<file path="config.mk">
export PLATFORM = sky130hd
export DESIGN_NAME = puf_eval_seq
export DESIGN_NICKNAME = d
export VERILOG_FILES = /design/src/rtl/puf_eval_seq.sv
export SDC_FILE = /design/constraint.sdc
export NUM_CORES = 1
export LEC_CHECK = 0
export ABC_CLOCK_PERIOD_IN_PS = 1900
export BUFFER_PORTS_ARGS = -buffer_cell sky130_fd_sc_hd__clkbuf_2
export CAP_MARGIN = 20
export CORE_UTILIZATION = 50
export CTS_CLUSTER_SIZE = 16
export DETAILED_ROUTE_END_ITERATION = 8
export PLACE_DENSITY = 0.7
export SYNTH_ARGS = -nofsm -noshare
export SYNTH_HDL_FRONTEND = slang
export SYNTH_SLANG_ARGS = --single-unit
</file>
<file path="constraint.sdc">
create_clock -name clk -period 1.9 [get_ports clk]
set_input_delay 0.285 -clock clk [delete_from_list [all_inputs] [get_ports clk]]
set_output_delay 0.285 -clock clk [all_outputs]
set_load 0.02 [all_outputs]
</file>
<file path="src/rtl/puf_eval_seq.sv">
// PUF evaluation sequencer: sweeps every array address, runs VOTES clear/settle/sample
// passes per address and hands out a majority-voted word with a stability flag.
//
// state  | meaning
// IDLE   | array held in reset, waiting for go
// CLR    | 2-cycle array clear before each evaluation
// ARM    | START held high for SETTLE_CYCLES while the array settles
// SAMPLE | START still high, puf_data folded into the per-bit vote counters
// OUT    | voted word presented on resp_*, waiting for resp_ready
// FIN    | one-cycle done pulse, then back to IDLE
module puf_eval_seq #(
  parameter int ADDR_BITS     = 4,
  parameter int OUT_BITS      = 8,
  parameter int SETTLE_CYCLES = 16,
  parameter int VOTES         = 3
) (
  input  logic                 clk,
  input  logic                 reset,
  input  logic                 go,
  output logic                 busy,
  output logic                 puf_rst,
  output logic                 puf_start,
  output logic [ADDR_BITS-1:0] puf_addr,
  input  logic [OUT_BITS-1:0]  puf_data,
  output logic [OUT_BITS-1:0]  resp_data,
  output logic [ADDR_BITS-1:0] resp_addr,
  output logic                 resp_stable,
  output logic                 resp_valid,
  input  logic                 resp_ready,
  output logic                 done
);

  typedef enum logic [2:0] {IDLE, CLR, ARM, SAMPLE, OUT, FIN} state_t;

  localparam logic [7:0]           SETTLE_LOAD = 8'(SETTLE_CYCLES - 1);
  localparam logic [7:0]           CLR_LOAD    = 8'd1;
  localparam logic [2:0]           VOTES_N     = 3'(VOTES);
  localparam logic [2:0]           MAJ_TH      = 3'(VOTES / 2);
  localparam logic [ADDR_BITS-1:0] ADDR_LAST   = '1;

  state_t              state;
  logic [7:0]          timer;
  logic [2:0]          votes_done;
  logic [2:0]          cnt     [OUT_BITS];
  logic [2:0]          cnt_sum [OUT_BITS];
  logic [OUT_BITS-1:0] maj_word;
  logic                all_agree;
  logic                last_vote;

  // Counters including the sample being taken this cycle, so OUT sees the final tally.
  always_comb begin
    all_agree = 1'b1;
    maj_word  = '0;
    cnt_sum   = '{default: 3'd0};
    for (int i = 0; i < OUT_BITS; i++) begin
      cnt_sum[i]  = cnt[i] + {2'b00, puf_data[i]};
      maj_word[i] = (cnt_sum[i] > MAJ_TH);
      if ((cnt_sum[i] != 3'd0) && (cnt_sum[i] != VOTES_N)) begin
        all_agree = 1'b0;
      end
    end
  end

  assign last_vote = (votes_done == (VOTES_N - 3'd1));

  always_ff @(posedge clk or posedge reset) begin
    if (reset) begin
      state       <= IDLE;
      timer       <= '0;
      votes_done  <= '0;
      busy        <= 1'b0;
      puf_rst     <= 1'b1;
      puf_start   <= 1'b0;
      puf_addr    <= '0;
      resp_data   <= '0;
      resp_addr   <= '0;
      resp_stable <= 1'b0;
      resp_valid  <= 1'b0;
      done        <= 1'b0;
      for (int i = 0; i < OUT_BITS; i++) cnt[i] <= '0;
    end else begin
      case (state)
        IDLE: begin
          puf_rst    <= 1'b1;
          puf_start  <= 1'b0;
          busy       <= 1'b0;
          resp_valid <= 1'b0;
          done       <= 1'b0;
          if (go) begin
            state      <= CLR;
            timer      <= CLR_LOAD;
            puf_addr   <= '0;
            votes_done <= '0;
            busy       <= 1'b1;
            for (int i = 0; i < OUT_BITS; i++) cnt[i] <= '0;
          end
        end

        CLR: begin
          if (timer == 8'd0) begin
            state     <= ARM;
            timer     <= SETTLE_LOAD;
            puf_rst   <= 1'b0;
            puf_start <= 1'b1;
          end else begin
            timer <= timer - 8'd1;
          end
        end

        ARM: begin
          if (timer == 8'd0) begin
            state <= SAMPLE;
          end else begin
            timer <= timer - 8'd1;
          end
        end

        SAMPLE: begin
          for (int i = 0; i < OUT_BITS; i++) cnt[i] <= cnt_sum[i];
          votes_done <= votes_done + 3'd1;
          puf_rst    <= 1'b1;
          puf_start  <= 1'b0;
          if (last_vote) begin
            state       <= OUT;
            resp_data   <= maj_word;
            resp_stable <= all_agree;
            resp_addr   <= puf_addr;
            resp_valid  <= 1'b1;
          end else begin
            state <= CLR;
            timer <= CLR_LOAD;
          end
        end

        OUT: begin
          if (resp_ready) begin
            resp_valid <= 1'b0;
            votes_done <= '0;
            for (int i = 0; i < OUT_BITS; i++) cnt[i] <= '0;
            // The last address finishes the sweep instead of wrapping.
            if (puf_addr != ADDR_LAST) begin
              state    <= CLR;
              timer    <= CLR_LOAD;
              puf_addr <= puf_addr + 1'b1;
            end else begin
              state <= FIN;
              done  <= 1'b1;
            end
          end
        end

        FIN: begin
          state    <= IDLE;
          done     <= 1'b0;
          busy     <= 1'b0;
          puf_addr <= '0;
        end

        default: state <= IDLE;
      endcase
    end
  end

endmodule

</file>
==> results of run 1 <==
tightest hold or removal path: stages:
cell and delay [ps]:
sky130_fd_sc_hd__clkbuf_2 110, sky130_fd_sc_hd__nor2b_1 60, sky130_fd_sc_hd__o21ai_0 120, sky130_fd_sc_hd__o21ai_0 70
cells in the mapped netlist, drive strengths merged, types with 2 or more instances:
cell	n	share of area (%)
nor2	28	3.3
ha	21	8.4
nor2b	5	1.0
buf	8	1.6
nand4	4	0.80
nand2	36	4.4
o21ai	47	7.6
inv	9	1.1
a22o	19	5.3
nand3	4	0.64
nor3	7	1.5
dfrtp	59	47
a21oi	13	2.1
and2	2	0.40
a31oi	7	1.4
xor2	16	4.5
nor4	4	0.80
mux2i	2	0.64
nand2b	4	0.80
mux2	5	1.9
a21o	2	0.48
clkbuf	3	0.36
sequential cells by signal, indices dropped and copies added, names as in the netlist:
name and flops:
cnt 24, resp_data 8, timer 8, puf_addr 4, resp_addr 4, state 3
votes_done 3, busy 1, done 1, puf_rst 1, puf_start 1, resp_stable 1
resp_valid 1
routing by layer:
metal  wire length (um)  share of wire (%)
met2               3130                 47
met4                106                1.6
met3                174                2.6
met1               3223                 49
met5                  0                  0
kinds of logic after synthesis:
| group | Yosys count | share of synthesized area (%) |
|---|---|---|
| buf+inv | 20 | 2.986 |
| xor+xnor | 17 | 4.737 |
| simple gates | 99 | 15.25 |
| compound gates | 93 | 18.31 |
| flops | 60 | 47.81 |
| fa+ha+maj | 21 | 8.360 |
| mux | 7 | 2.548 |
final cells by class:
class | count | area [sq um] | share of cell area, %
clock inverter | 6 | 88.84 | 2.405
sequential | 60 | 1505 | 40.75
tap | 75 | 93.84 | 2.541
timing repair buffer | 47 | 297.8 | 8.062
inverter | 9 | 33.78 | 0.9146
clock buffer | 10 | 127.6 | 3.455
multi-input combinational | 237 | 1546 | 41.87
through the flow:
step	area [sq um]	power, mW	worst slack [ps]
final	3694	4.980	84.16
after global routing	3694	5.323	6.741
after CTS	3691	5.008	80.40
after detailed placement	3465	3.719	98.30
after global placement	3465	3.667	162.9
after floorplan	3143	3.150	132.0
worst paths after layout:
kind | slack, ps | startpoint | cells past startpoint | end
max | 80 | cnt[3] | 6 | resp_stable
min | 350 | resp_ready | 4 | resp_valid
max reg2reg | 80 | cnt[3] | 6 | resp_stable
min reg2reg | 480 | resp_data[4] | 2 | resp_data[4]
max in group asynchronous | 790 | reset | 4 | puf_rst
min in group asynchronous | 480 | reset | 3 | done
power groups by stage:
stage / registers [mW] / clock network [mW] / logic [mW]
detailed placement: 1.86 / 0 / 1.86
finish: 1.84 / 1.27 / 1.87
floorplan: 1.86 / 0 / 1.29
global placement: 1.84 / 0 / 1.83
CTS: 1.84 / 1.30 / 1.87
global route: 1.89 / 1.34 / 2.10
timing repair:
| item | in CTS | in global routing |
|---|---|---|
| endpoints found under the setup margin | 0 | 7 |
| endpoints found under the hold margin | 16 | 0 |
| resized for setup | 0 | 2 |
| hold buffers | 1 | 0 |
==> run_summary.xml, run 1 <==
<?xml version="1.0" encoding="UTF-8"?>
<metrics>
  <group name="outcome">
    <metric name="run_status" unit="">complete, no violations</metric>
  </group>
  <group name="logic_synthesis">
    <metric name="postSynth.topFlopCell" unit="">sky130_fd_sc_hd__dfrtp_1</metric>
    <metric name="post_synth.cell_area_avg" unit="sq um">9.915</metric>
    <metric name="synth_enable_flop_cells" unit="">0</metric>
    <metric name="synth_async_sr_flop_share" unit="%">100.0</metric>
    <metric name="ys_warn_count" unit="">0</metric>
    <metric name="syn-cell-area" unit="sq um">3143</metric>
    <metric name="synth_fp_nets" unit="">350</metric>
    <metric name="yosysSeqAreaShare" unit="%">47.81</metric>
    <metric name="synth_seq_cells" unit="">60</metric>
    <metric name="synth_cell_types" unit="">43</metric>
    <metric name="synthesized_netlist_cell_count" unit="">317</metric>
  </group>
  <group name="sta">
    <metric name="final.period_utilization" unit="%">95.57</metric>
    <metric name="setup_tns" unit="ps">0</metric>
    <metric name="hold_slack" unit="ps">352.2</metric>
    <metric name="timing_max_transition_violations_final" unit="">0</metric>
    <metric name="fin_skew" unit="ps">12.50</metric>
    <metric name="timing_worst_slew_pin_value" unit="ps">442.6</metric>
    <metric name="final.min_clock_period" unit="ps">1816</metric>
    <metric name="hold_viol" unit="">0</metric>
    <metric name="setup_violators_final" unit="">0</metric>
    <metric name="maxClockFrequency" unit="GHz">0.5507</metric>
    <metric name="remaining_max_slew_budget_at_the_tightest_pin" unit="%">70.45</metric>
    <metric name="rsz0062_at_grt" unit="">no</metric>
  </group>
  <group name="setup_path">
    <metric name="critical_path.startpoint_type" unit="">register</metric>
    <metric name="cpLargestDelayFamily" unit="">adder cells</metric>
    <metric name="crit_type" unit="">reg -&gt; reg</metric>
    <metric name="critPathCaptureType" unit="">register</metric>
    <metric name="critical_path.most_common_cell" unit="">sky130_fd_sc_hd__ha_1</metric>
    <metric name="slowest_stage" unit="">sky130_fd_sc_hd__dfrtp_1</metric>
    <metric name="arrival_time_at_the_worst_endpoint" unit="ps">2070</metric>
    <metric name="critical_path_buf_inv_count" unit="">0</metric>
    <metric name="required" unit="ps">2160</metric>
    <metric name="critical_path.max_fanout" unit="">3</metric>
    <metric name="crit_path_max_incr_delay" unit="ps">380</metric>
    <metric name="timing.critical_path.cells" unit="">ha_1 -&gt; ha_1 -&gt; xor2_1 -&gt; nor4_1 -&gt; nand4_1 -&gt; o21ai_0</metric>
  </group>
  <group name="power">
    <metric name="seq_power_share" unit="%">37.0</metric>
    <metric name="internal_power_component" unit="mW">3.091</metric>
    <metric name="switching_share" unit="%">37.93</metric>
    <metric name="power_density" unit="nW/um^2">1348</metric>
    <metric name="power.net_switching" unit="mW">1.889</metric>
    <metric name="power.combinational.fraction" unit="%">37.5</metric>
    <metric name="share_clk_of_total_power" unit="%">25.5</metric>
    <metric name="power_leakage" unit="nW">1.900</metric>
    <metric name="ir_drop" unit="uV">702.0</metric>
  </group>
  <group name="flow_run">
    <metric name="maxCapViolCount" unit="">0</metric>
  </group>
  <group name="floorplanning">
    <metric name="design.portCount" unit="">34</metric>
    <metric name="start_util" unit="%">52.46</metric>
    <metric name="placement_rows" unit="">28</metric>
    <metric name="design.die.area" unit="sq um">6607</metric>
    <metric name="chipHeight" unit="um">81.29</metric>
    <metric name="floorplan.core_area" unit="sq um">5991</metric>
    <metric name="die_x" unit="um">81.29</metric>
  </group>
  <group name="detailed_routing">
    <metric name="drt-pass1-iter-count" unit="">4</metric>
    <metric name="wl_cell" unit="um">14.94</metric>
    <metric name="drt-vias-per-instance" unit="">5.527</metric>
    <metric name="route.detailed.drc" unit="">0</metric>
    <metric name="postRouteWirelength" unit="mm">6.634</metric>
    <metric name="drt_iter0_markers" unit="">171</metric>
    <metric name="route.vias.total" unit="">2454</metric>
    <metric name="postRouteAntennaNets" unit="">0</metric>
  </group>
  <group name="clock_tree">
    <metric name="tritoncts_clock_tree" unit="">yes</metric>
    <metric name="path_clk_slew" unit="ps">80</metric>
    <metric name="worst_skew_pair.late_latency" unit="ps">340</metric>
    <metric name="cts-buffers-inserted" unit="">9</metric>
    <metric name="cts_num_sinks" unit="">60</metric>
    <metric name="cts-root-buf" unit="">sky130_fd_sc_hd__clkbuf_8</metric>
    <metric name="clock_tree.buffer_depth" unit="">2</metric>
    <metric name="cts_max_level" unit="">3</metric>
    <metric name="cts_post_setup_buffers_inserted" unit="">0</metric>
  </group>
  <group name="global_routing">
    <metric name="grt_util_all_layers" unit="%">22.35</metric>
    <metric name="grt_first_pass_wirelength" unit="mm">11.12</metric>
    <metric name="grt_start_max_net_pins" unit="">31</metric>
    <metric name="grt_overflow" unit="">0</metric>
    <metric name="grt.met3_usage" unit="%">3.708</metric>
    <metric name="grt_antenna_before_repair" unit="">0</metric>
    <metric name="grt-busiest-layer" unit="">met2</metric>
    <metric name="via_count_of_the_first_global_routing_pass" unit="">2383</metric>
    <metric name="grt.met2_usage" unit="%">35.58</metric>
    <metric name="global_route.usage.met1" unit="%">30.14</metric>
  </group>
  <group name="placed_design">
    <metric name="port_buffers" unit="">33</metric>
    <metric name="gpl.final_weighted_congestion" unit="">0.8269</metric>
    <metric name="hpwl_detailed" unit="mm">4.712</metric>
    <metric name="dp_cells" unit="">427</metric>
  </group>
  <group name="finish">
    <metric name="num_antenna_cells" unit="">0</metric>
    <metric name="fin_nets" unit="">397</metric>
    <metric name="final_cell_count_without_fillers" unit="">444</metric>
    <metric name="final_layout_size_suffix_gt1_share" unit="%">20.33</metric>
    <metric name="post-route-util" unit="%">61.65</metric>
    <metric name="synthToLayoutAreaGrowth" unit="%">17.52</metric>
    <metric name="final_cell_mix" unit="">sky130_fd_sc_hd__dfrtp_1, sky130_fd_sc_hd__o21ai_0, sky130_fd_sc_hd__nand2_1, sky130_fd_sc_hd__clkbuf_2, sky130_fd_sc_hd__nor2_1</metric>
    <metric name="final.fill_count" unit="">505</metric>
    <metric name="layout_commonest_cell" unit="">sky130_fd_sc_hd__dfrtp_1</metric>
  </group>
  <group name="min_path">
    <metric name="worstHoldPathType" unit="">in -&gt; reg</metric>
  </group>
</metrics>
No activity file was read; power rests on OpenSTA's default activity.
==> run 2, diff against run 1 <==
--- a/config.mk
+++ b/config.mk
@@ -8,10 +8,10 @@
 export ABC_CLOCK_PERIOD_IN_PS = 1900
 export BUFFER_PORTS_ARGS = -buffer_cell sky130_fd_sc_hd__clkbuf_2
 export CAP_MARGIN = 20
-export CORE_UTILIZATION = 50
+export CORE_UTILIZATION = 56
 export CTS_CLUSTER_SIZE = 16
 export DETAILED_ROUTE_END_ITERATION = 8
-export PLACE_DENSITY = 0.7
+export PLACE_DENSITY = 0.77
 export SYNTH_ARGS = -nofsm -noshare
 export SYNTH_HDL_FRONTEND = slang
 export SYNTH_SLANG_ARGS = --single-unit
==> run 2 against run 1 <==
The flow now finishes with violations (hold timing); via count is 1.5% higher; clock-buffer cell count grew 3; cell count fell by 1.1%; cell area down 0.91%; worst setup slack worse by 1.2 ps; routed wire length shrank 1.6%; clock power down 20%; combinational power grew 4%.
==> run_summary.xml, run 2 (same netlist as run 1, synthesis figures left out) <==
<?xml version="1.0" encoding="UTF-8"?>
<metrics>
  <group name="outcome">
    <metric name="run_status" unit="">complete, but fails checks</metric>
    <metric name="violations" unit="">hold timing</metric>
  </group>
  <group name="sta">
    <metric name="timing_max_transition_violations_final" unit="">0</metric>
    <metric name="fin_skew" unit="ps">6.306</metric>
    <metric name="remaining_max_slew_budget_at_the_tightest_pin" unit="%">53.82</metric>
    <metric name="setup_tns" unit="ps">0</metric>
    <metric name="hold_viol" unit="">16</metric>
    <metric name="maxClockFrequency" unit="GHz">0.5503</metric>
    <metric name="final.min_clock_period" unit="ps">1817</metric>
    <metric name="setup_violators_final" unit="">0</metric>
    <metric name="final.period_utilization" unit="%">95.64</metric>
    <metric name="rsz0062_at_grt" unit="">no</metric>
    <metric name="timing_worst_slew_pin_value" unit="ps">692.7</metric>
    <metric name="hold_slack" unit="ps">-23.23</metric>
  </group>
  <group name="finish">
    <metric name="synthToLayoutAreaGrowth" unit="%">16.44</metric>
    <metric name="num_antenna_cells" unit="">0</metric>
    <metric name="layout_commonest_cell" unit="">sky130_fd_sc_hd__dfrtp_1</metric>
    <metric name="fin_nets" unit="">398</metric>
    <metric name="final.fill_count" unit="">406</metric>
    <metric name="final_layout_size_suffix_gt1_share" unit="%">20.60</metric>
    <metric name="post-route-util" unit="%">69.44</metric>
    <metric name="final_cell_area" unit="sq um">3660</metric>
    <metric name="largestRegisters" unit="">cnt (24), resp_data (8), timer (8)</metric>
    <metric name="final_cell_mix" unit="">sky130_fd_sc_hd__dfrtp_1, sky130_fd_sc_hd__o21ai_0, sky130_fd_sc_hd__nand2_1, sky130_fd_sc_hd__clkbuf_2, sky130_fd_sc_hd__nor2_1</metric>
    <metric name="largest_reg_flops" unit="">24</metric>
    <metric name="max_flop_register" unit="">cnt</metric>
  </group>
  <group name="floorplanning">
    <metric name="die_x" unit="um">76.92</metric>
    <metric name="design.die.area" unit="sq um">5916</metric>
    <metric name="start_util" unit="%">59.64</metric>
    <metric name="floorplan.core_area" unit="sq um">5270</metric>
    <metric name="chipHeight" unit="um">76.92</metric>
    <metric name="placement_rows" unit="">26</metric>
    <metric name="design.portCount" unit="">34</metric>
  </group>
  <group name="global_routing">
    <metric name="grt_start_max_net_pins" unit="">61</metric>
    <metric name="grt_overflow" unit="">0</metric>
    <metric name="grt_first_pass_wirelength" unit="mm">11.01</metric>
    <metric name="grt_antenna_before_repair" unit="">0</metric>
    <metric name="via_count_of_the_first_global_routing_pass" unit="">2448</metric>
    <metric name="grt_util_all_layers" unit="%">23.60</metric>
  </group>
  <group name="setup_path">
    <metric name="slowest_stage" unit="">sky130_fd_sc_hd__dfrtp_1</metric>
    <metric name="timing.critical_path.cells" unit="">buf_4 -&gt; nand2b_1 -&gt; a21o_1 -&gt; a21oi_1 -&gt; o21ai_0 -&gt; a31oi_1</metric>
    <metric name="arrival_time_at_the_worst_endpoint" unit="ps">2070</metric>
    <metric name="worst_reg_to_reg_path_cell_count" unit="">6</metric>
    <metric name="crit_path_max_incr_delay" unit="ps">460</metric>
    <metric name="critical_path.max_fanout" unit="">7</metric>
    <metric name="required" unit="ps">2150</metric>
    <metric name="crit_type" unit="">reg -&gt; reg</metric>
    <metric name="critPathCaptureType" unit="">register</metric>
    <metric name="critical_path.startpoint_type" unit="">register</metric>
  </group>
  <group name="clock_tree">
    <metric name="cts-buffers-inserted" unit="">9</metric>
    <metric name="worst_skew_pair.late_latency" unit="ps">340</metric>
    <metric name="clock_tree.buffer_depth" unit="">2</metric>
    <metric name="quantity_of_hold_fixing_buffers_added_after_cts" unit="">0</metric>
    <metric name="cts_num_sinks" unit="">60</metric>
    <metric name="cts-root-buf" unit="">sky130_fd_sc_hd__clkbuf_8</metric>
    <metric name="path_clk_slew" unit="ps">60</metric>
    <metric name="tritoncts_clock_tree" unit="">yes</metric>
    <metric name="cts_max_level" unit="">3</metric>
  </group>
  <group name="detailed_routing">
    <metric name="route.detailed.drc" unit="">0</metric>
    <metric name="drt-vias-per-instance" unit="">5.672</metric>
    <metric name="drt-pass1-iter-count" unit="">4</metric>
    <metric name="drt_iter0_markers" unit="">167</metric>
    <metric name="route.vias.total" unit="">2490</metric>
    <metric name="postRouteAntennaNets" unit="">0</metric>
    <metric name="postRouteWirelength" unit="mm">6.529</metric>
    <metric name="wl_cell" unit="um">14.87</metric>
  </group>
  <group name="power">
    <metric name="total_power" unit="mW">4.760</metric>
    <metric name="ir_drop" unit="uV">707.5</metric>
    <metric name="power_leakage" unit="nW">1.894</metric>
    <metric name="power_density" unit="nW/um^2">1300</metric>
  </group>
  <group name="placed_design">
    <metric name="gpl.final_weighted_congestion" unit="">0.8854</metric>
    <metric name="port_buffers" unit="">33</metric>
    <metric name="hpwl_detailed" unit="mm">4.485</metric>
    <metric name="detailed_place.area" unit="sq um">3458</metric>
  </group>
  <group name="flow_run">
    <metric name="maxCapViolCount" unit="">0</metric>
  </group>
  <group name="min_path">
    <metric name="worstHoldPathType" unit="">in -&gt; async</metric>
  </group>
</metrics>
-- run 2: cell count changes in the layout (fill, tap and decap cells not counted), moves of 2 or more --
cell                         delta
sky130_fd_sc_hd__bufinv_16      -2
sky130_fd_sc_hd__clkbuf_8       +2
sky130_fd_sc_hd__clkinvlp_4     -2
sky130_fd_sc_hd__dfrtp_1        +2
sky130_fd_sc_hd__dfrtp_2        -2
sky130_fd_sc_hd__o21ai_0        -2
sky130_fd_sc_hd__o21ai_1        +2
-- run 2: layer usage --
layer	routed length, um	GRT usage [%]	vias to the layer above
li1	-	-	1225
met1	3167	31.67	1204
met2	3045	37.59	50
met3	212	3.452	11
met4	103	11.15	0
met5	0	0	-
-- run 2: timing repair --
| item | 4_1_cts | 5_1_grt |
|---|---|---|
| pin swaps | 0 | 3 |
| gates resized for setup | 1 | 5 |
| endpoints found under the setup margin | 1 | 5 |
| setup buffers | 0 | 1 |
| gates cloned | 0 | 1 |
-- run 2: cell type report --
cell class | count | area [sq um] | area share (%)
Sequential cell | 60 | 1503 | 41.06
Inverter | 9 | 33.78 | 0.9231
Tap cell | 70 | 87.58 | 2.393
Timing Repair Buffer | 47 | 295.3 | 8.068
Clock buffer | 13 | 158.9 | 4.342
Multi-Input combinational cell | 238 | 1572 | 42.94
Clock inverter | 2 | 10.01 | 0.2735
-- run 2: final timing paths --
check,from,endpoint,slack [ps]
max,state[0],timer[6],80
min,reset,cnt[18],-20
max reg2reg,state[0],timer[6],80
min reg2reg,resp_data[4],resp_data[4],480
max in group asynchronous,reset,puf_rst,1600
min in group clk,resp_ready,state[2],340
-- run 2: stage by stage --
stage	hold WS, ps	setup WS (ps)	instances
after floorplan	459.4	132.0	317
final	-23.23	82.92	439
after global placement	354.1	109.7	422
after detailed placement	358.8	4.023	422
after global routing	37.54	1.211	439
after CTS	3.257	46.21	437
-- run 2: worst max-delay path: cells and delay by family, from the launching register on --
kind,cells,cell delay (ps)
compound gates,4,930
buf+inv,1,190
simple gates,1,150
flops,1,460
-- run 2: power breakdown --
part | switching (mW) | leakage, nW | internal (mW)
Combinational | 1.16 | 1.04 | 0.779
Clock | 0.472 | 0.0893 | 0.534
Sequential | 0.237 | 0.765 | 1.58
Total | 1.87 | 1.89 | 2.89
==> run 3, diff against run 2 <==
==> config.mk (replaced) <==
export PLATFORM = sky130hd
export DESIGN_NAME = puf_eval_seq
export DESIGN_NICKNAME = d
export VERILOG_FILES = /design/src/rtl/puf_eval_seq.sv
export SDC_FILE = /design/constraint.sdc
export NUM_CORES = 1
export LEC_CHECK = 0
export ABC_CLOCK_PERIOD_IN_PS = 1600
export BUFFER_PORTS_ARGS = -buffer_cell sky130_fd_sc_hd__clkbuf_2
export CAP_MARGIN = 20
export CORE_UTILIZATION = 53
export CTS_CLUSTER_SIZE = 16
export DETAILED_ROUTE_END_ITERATION = 8
export PLACE_DENSITY = 0.76
export SYNTH_ARGS = -nofsm -noshare
export SYNTH_HDL_FRONTEND = slang
export SYNTH_SLANG_ARGS = --single-unit
==> constraint.sdc (replaced) <==
create_clock -name clk -period 1.6 [get_ports clk]
set_input_delay 0.24 -clock clk [delete_from_list [all_inputs] [get_ports clk]]
set_output_delay 0.24 -clock clk [all_outputs]
set_load 0.02 [all_outputs]
==> run 3 against run 2 <==
The run ends with setup timing left; cell count grew 12%; core utilization is 9.3 points higher; sequential power grew 20%; clock power increased by 30%; worst setup slack got worse by 140 ps; largest cell class unchanged; cell area up 21%; hold slack better by 340 ps; clock-buffer cell count rose by 1.
==> run_summary.xml, run 3 (same netlist as run 1, synthesis figures left out) <==
<?xml version="1.0" encoding="UTF-8"?>
<metrics>
  <group name="outcome">
    <metric name="run_status" unit="">complete, but fails checks</metric>
    <metric name="violations" unit="">setup timing</metric>
  </group>
  <group name="finish">
    <metric name="largest_reg_flops" unit="">24</metric>
    <metric name="largestRegisters" unit="">cnt (24), resp_data (8), timer (8)</metric>
    <metric name="final_cell_mix" unit="">sky130_fd_sc_hd__buf_4, sky130_fd_sc_hd__dfrtp_1, sky130_fd_sc_hd__clkbuf_2, sky130_fd_sc_hd__nand2_1, sky130_fd_sc_hd__o21ai_0</metric>
    <metric name="num_antenna_cells" unit="">0</metric>
    <metric name="layout_commonest_cell" unit="">sky130_fd_sc_hd__buf_4</metric>
    <metric name="max_flop_register" unit="">cnt</metric>
    <metric name="fin_nets" unit="">448</metric>
    <metric name="post-route-util" unit="%">78.76</metric>
    <metric name="final_cell_area" unit="sq um">4417</metric>
    <metric name="synthToLayoutAreaGrowth" unit="%">40.53</metric>
    <metric name="final_layout_size_suffix_gt1_share" unit="%">41.19</metric>
    <metric name="final.fill_count" unit="">341</metric>
  </group>
  <group name="setup_path">
    <metric name="crit_type" unit="">reg -&gt; reg</metric>
    <metric name="reg2reg_to" unit="">timer[3]</metric>
    <metric name="timing.reg2reg.setup_slack" unit="ps">-60</metric>
    <metric name="arrival_time_at_the_worst_endpoint" unit="ps">1880</metric>
    <metric name="worst_reg_to_reg_path_cell_count" unit="">8</metric>
    <metric name="critical_path.startpoint_type" unit="">register</metric>
    <metric name="required" unit="ps">1820</metric>
    <metric name="critical_path.max_fanout" unit="">5</metric>
    <metric name="crit-reg2reg-launch" unit="">timer[0]</metric>
    <metric name="critPathCaptureType" unit="">register</metric>
  </group>
  <group name="global_routing">
    <metric name="grt_start_max_net_pins" unit="">45</metric>
    <metric name="grt_antenna_before_repair" unit="">0</metric>
    <metric name="grt_overflow" unit="">0</metric>
    <metric name="grt_first_pass_wirelength" unit="mm">12.92</metric>
    <metric name="grt_util_all_layers" unit="%">27.20</metric>
    <metric name="via_count_of_the_first_global_routing_pass" unit="">2802</metric>
  </group>
  <group name="sta">
    <metric name="timing_max_transition_violations_final" unit="">0</metric>
    <metric name="setup_ws" unit="ps">-59.76</metric>
    <metric name="hold_viol" unit="">0</metric>
    <metric name="final.period_utilization" unit="%">103.7</metric>
    <metric name="final.min_clock_period" unit="ps">1660</metric>
    <metric name="timing_worst_slew_pin_value" unit="ps">398.7</metric>
    <metric name="rsz0062_at_grt" unit="">yes</metric>
    <metric name="fin_skew" unit="ps">12.81</metric>
    <metric name="hold_slack" unit="ps">316.1</metric>
    <metric name="remaining_max_slew_budget_at_the_tightest_pin" unit="%">73.36</metric>
    <metric name="setup_violators_final" unit="">7</metric>
    <metric name="maxClockFrequency" unit="GHz">0.6025</metric>
  </group>
  <group name="floorplanning">
    <metric name="floorplan.core_area" unit="sq um">5608</metric>
    <metric name="die_x" unit="um">79.01</metric>
    <metric name="start_util" unit="%">56.05</metric>
    <metric name="design.portCount" unit="">34</metric>
    <metric name="chipHeight" unit="um">79.01</metric>
    <metric name="design.die.area" unit="sq um">6242</metric>
    <metric name="placement_rows" unit="">27</metric>
  </group>
  <group name="detailed_routing">
    <metric name="route.detailed.drc" unit="">0</metric>
    <metric name="wl_cell" unit="um">16.83</metric>
    <metric name="postRouteWirelength" unit="mm">8.281</metric>
    <metric name="postRouteAntennaNets" unit="">0</metric>
    <metric name="drt-vias-per-instance" unit="">5.752</metric>
    <metric name="drt-pass1-iter-count" unit="">5</metric>
    <metric name="route.vias.total" unit="">2830</metric>
    <metric name="drt_iter0_markers" unit="">156</metric>
  </group>
  <group name="flow_run">
    <metric name="maxCapViolCount" unit="">0</metric>
  </group>
  <group name="power">
    <metric name="power_density" unit="nW/um^2">1579</metric>
    <metric name="power_leakage" unit="nW">2.172</metric>
    <metric name="ir_drop" unit="uV">916.0</metric>
  </group>
  <group name="placed_design">
    <metric name="dpl_worst_slack" unit="ps">-139.6</metric>
    <metric name="hpwl_detailed" unit="mm">5.064</metric>
    <metric name="detailed_place.area" unit="sq um">3741</metric>
    <metric name="port_buffers" unit="">33</metric>
    <metric name="gpl.final_weighted_congestion" unit="">0.8152</metric>
  </group>
  <group name="clock_tree">
    <metric name="cts-root-buf" unit="">sky130_fd_sc_hd__clkbuf_8</metric>
    <metric name="cts_max_level" unit="">3</metric>
    <metric name="clock_tree.buffer_depth" unit="">2</metric>
    <metric name="tritoncts_clock_tree" unit="">yes</metric>
    <metric name="cts-buffers-inserted" unit="">9</metric>
    <metric name="worst_skew_pair.late_latency" unit="ps">340</metric>
    <metric name="cts_num_sinks" unit="">60</metric>
    <metric name="path_clk_slew" unit="ps">60</metric>
  </group>
  <group name="min_path">
    <metric name="startpoint_of_the_tightest_hold_check_path" unit="">puf_data[5]</metric>
    <metric name="hold-path-cell-count" unit="">3</metric>
    <metric name="worstHoldEndpoint" unit="">cnt[6]</metric>
    <metric name="worstHoldPathType" unit="">in -&gt; reg</metric>
  </group>
</metrics>
[run 3: cell types whose count changed in the layout (fill, tap and decap cells not counted), moves of 6 or more]
cell,change
sky130_fd_sc_hd__buf_4,+44
sky130_fd_sc_hd__ha_1,-15
sky130_fd_sc_hd__ha_4,+11
sky130_fd_sc_hd__o21ai_0,-12
sky130_fd_sc_hd__o21ai_1,+6
sky130_fd_sc_hd__o21ai_2,+6
[run 3: per-stage QoR]
| stage | power, mW | instances | TNS, ps |
|---|---|---|---|
| final | 6.976 | 492 | -297.2 |
| after global routing | 7.414 | 492 | -1467 |
| after CTS | 6.368 | 484 | -23.68 |
| after detailed placement | 4.799 | 459 | -587.4 |
| after global placement | 4.688 | 459 | -151.4 |
| after floorplan | 3.743 | 317 | -102.8 |
[run 3: area by class of cell]
type,instances,area [sq um],share of cell area [%]
multi-input cells,237,1894,42.89
repair buffers,98,709.4,16.06
clock buffers,14,142.6,3.229
inverters,9,37.54,0.8499
well taps,72,90.09,2.040
flip-flops and latches,60,1508,34.14
clock inverters,2,35.03,0.7932
[run 3: what timing repair did]
action	4_1_cts	5_1_grt
setup buffers	8	9
setup endpoints to repair	24	32
hold buffers	1	0
pin swaps	12	27
resized for setup	36	53
endpoints found under the hold margin	15	0
[run 3: how the worst max path moves through the flow]
stage	startpoint	end	slack (ps)	depth (start not counted)
3_3_place_gp	puf_addr[0]	timer[4]	-90	6
4_1_cts	cnt[3]	resp_stable	-20	6
2_1_floorplan	puf_addr[1]	timer[4]	-100	6
6_report	timer[0]	timer[3]	-60	8
5_1_grt	timer[0]	timer[3]	-130	8
3_5_place_dp	puf_addr[0]	timer[4]	-140	6
[run 3: routing by layer]
layer  vias to the layer above  global-route usage (%)  wire [um]
li1                       1326                       -          -
met1                      1388                   31.29       3371
met2                       101                   49.22       4315
met3                        15                   7.586        445
met4                         0                   7.273        149
met5                         -                       0          0
[run 3: power breakdown]
| part | switching, mW | internal, mW |
|---|---|---|
| Clock | 0.585 | 0.721 |
| Combinational | 1.84 | 1.65 |
| Sequential | 0.301 | 1.88 |
[run 3: critical path: stages, from the launching register on]
cell                      delay, ps
sky130_fd_sc_hd__dfrtp_1        390
sky130_fd_sc_hd__inv_2           90
sky130_fd_sc_hd__ha_4           140
sky130_fd_sc_hd__nor4b_4        280
sky130_fd_sc_hd__nand3_1        190
sky130_fd_sc_hd__nand4_1        120
sky130_fd_sc_hd__buf_4          160
sky130_fd_sc_hd__buf_4          130
sky130_fd_sc_hd__o21ai_2         50
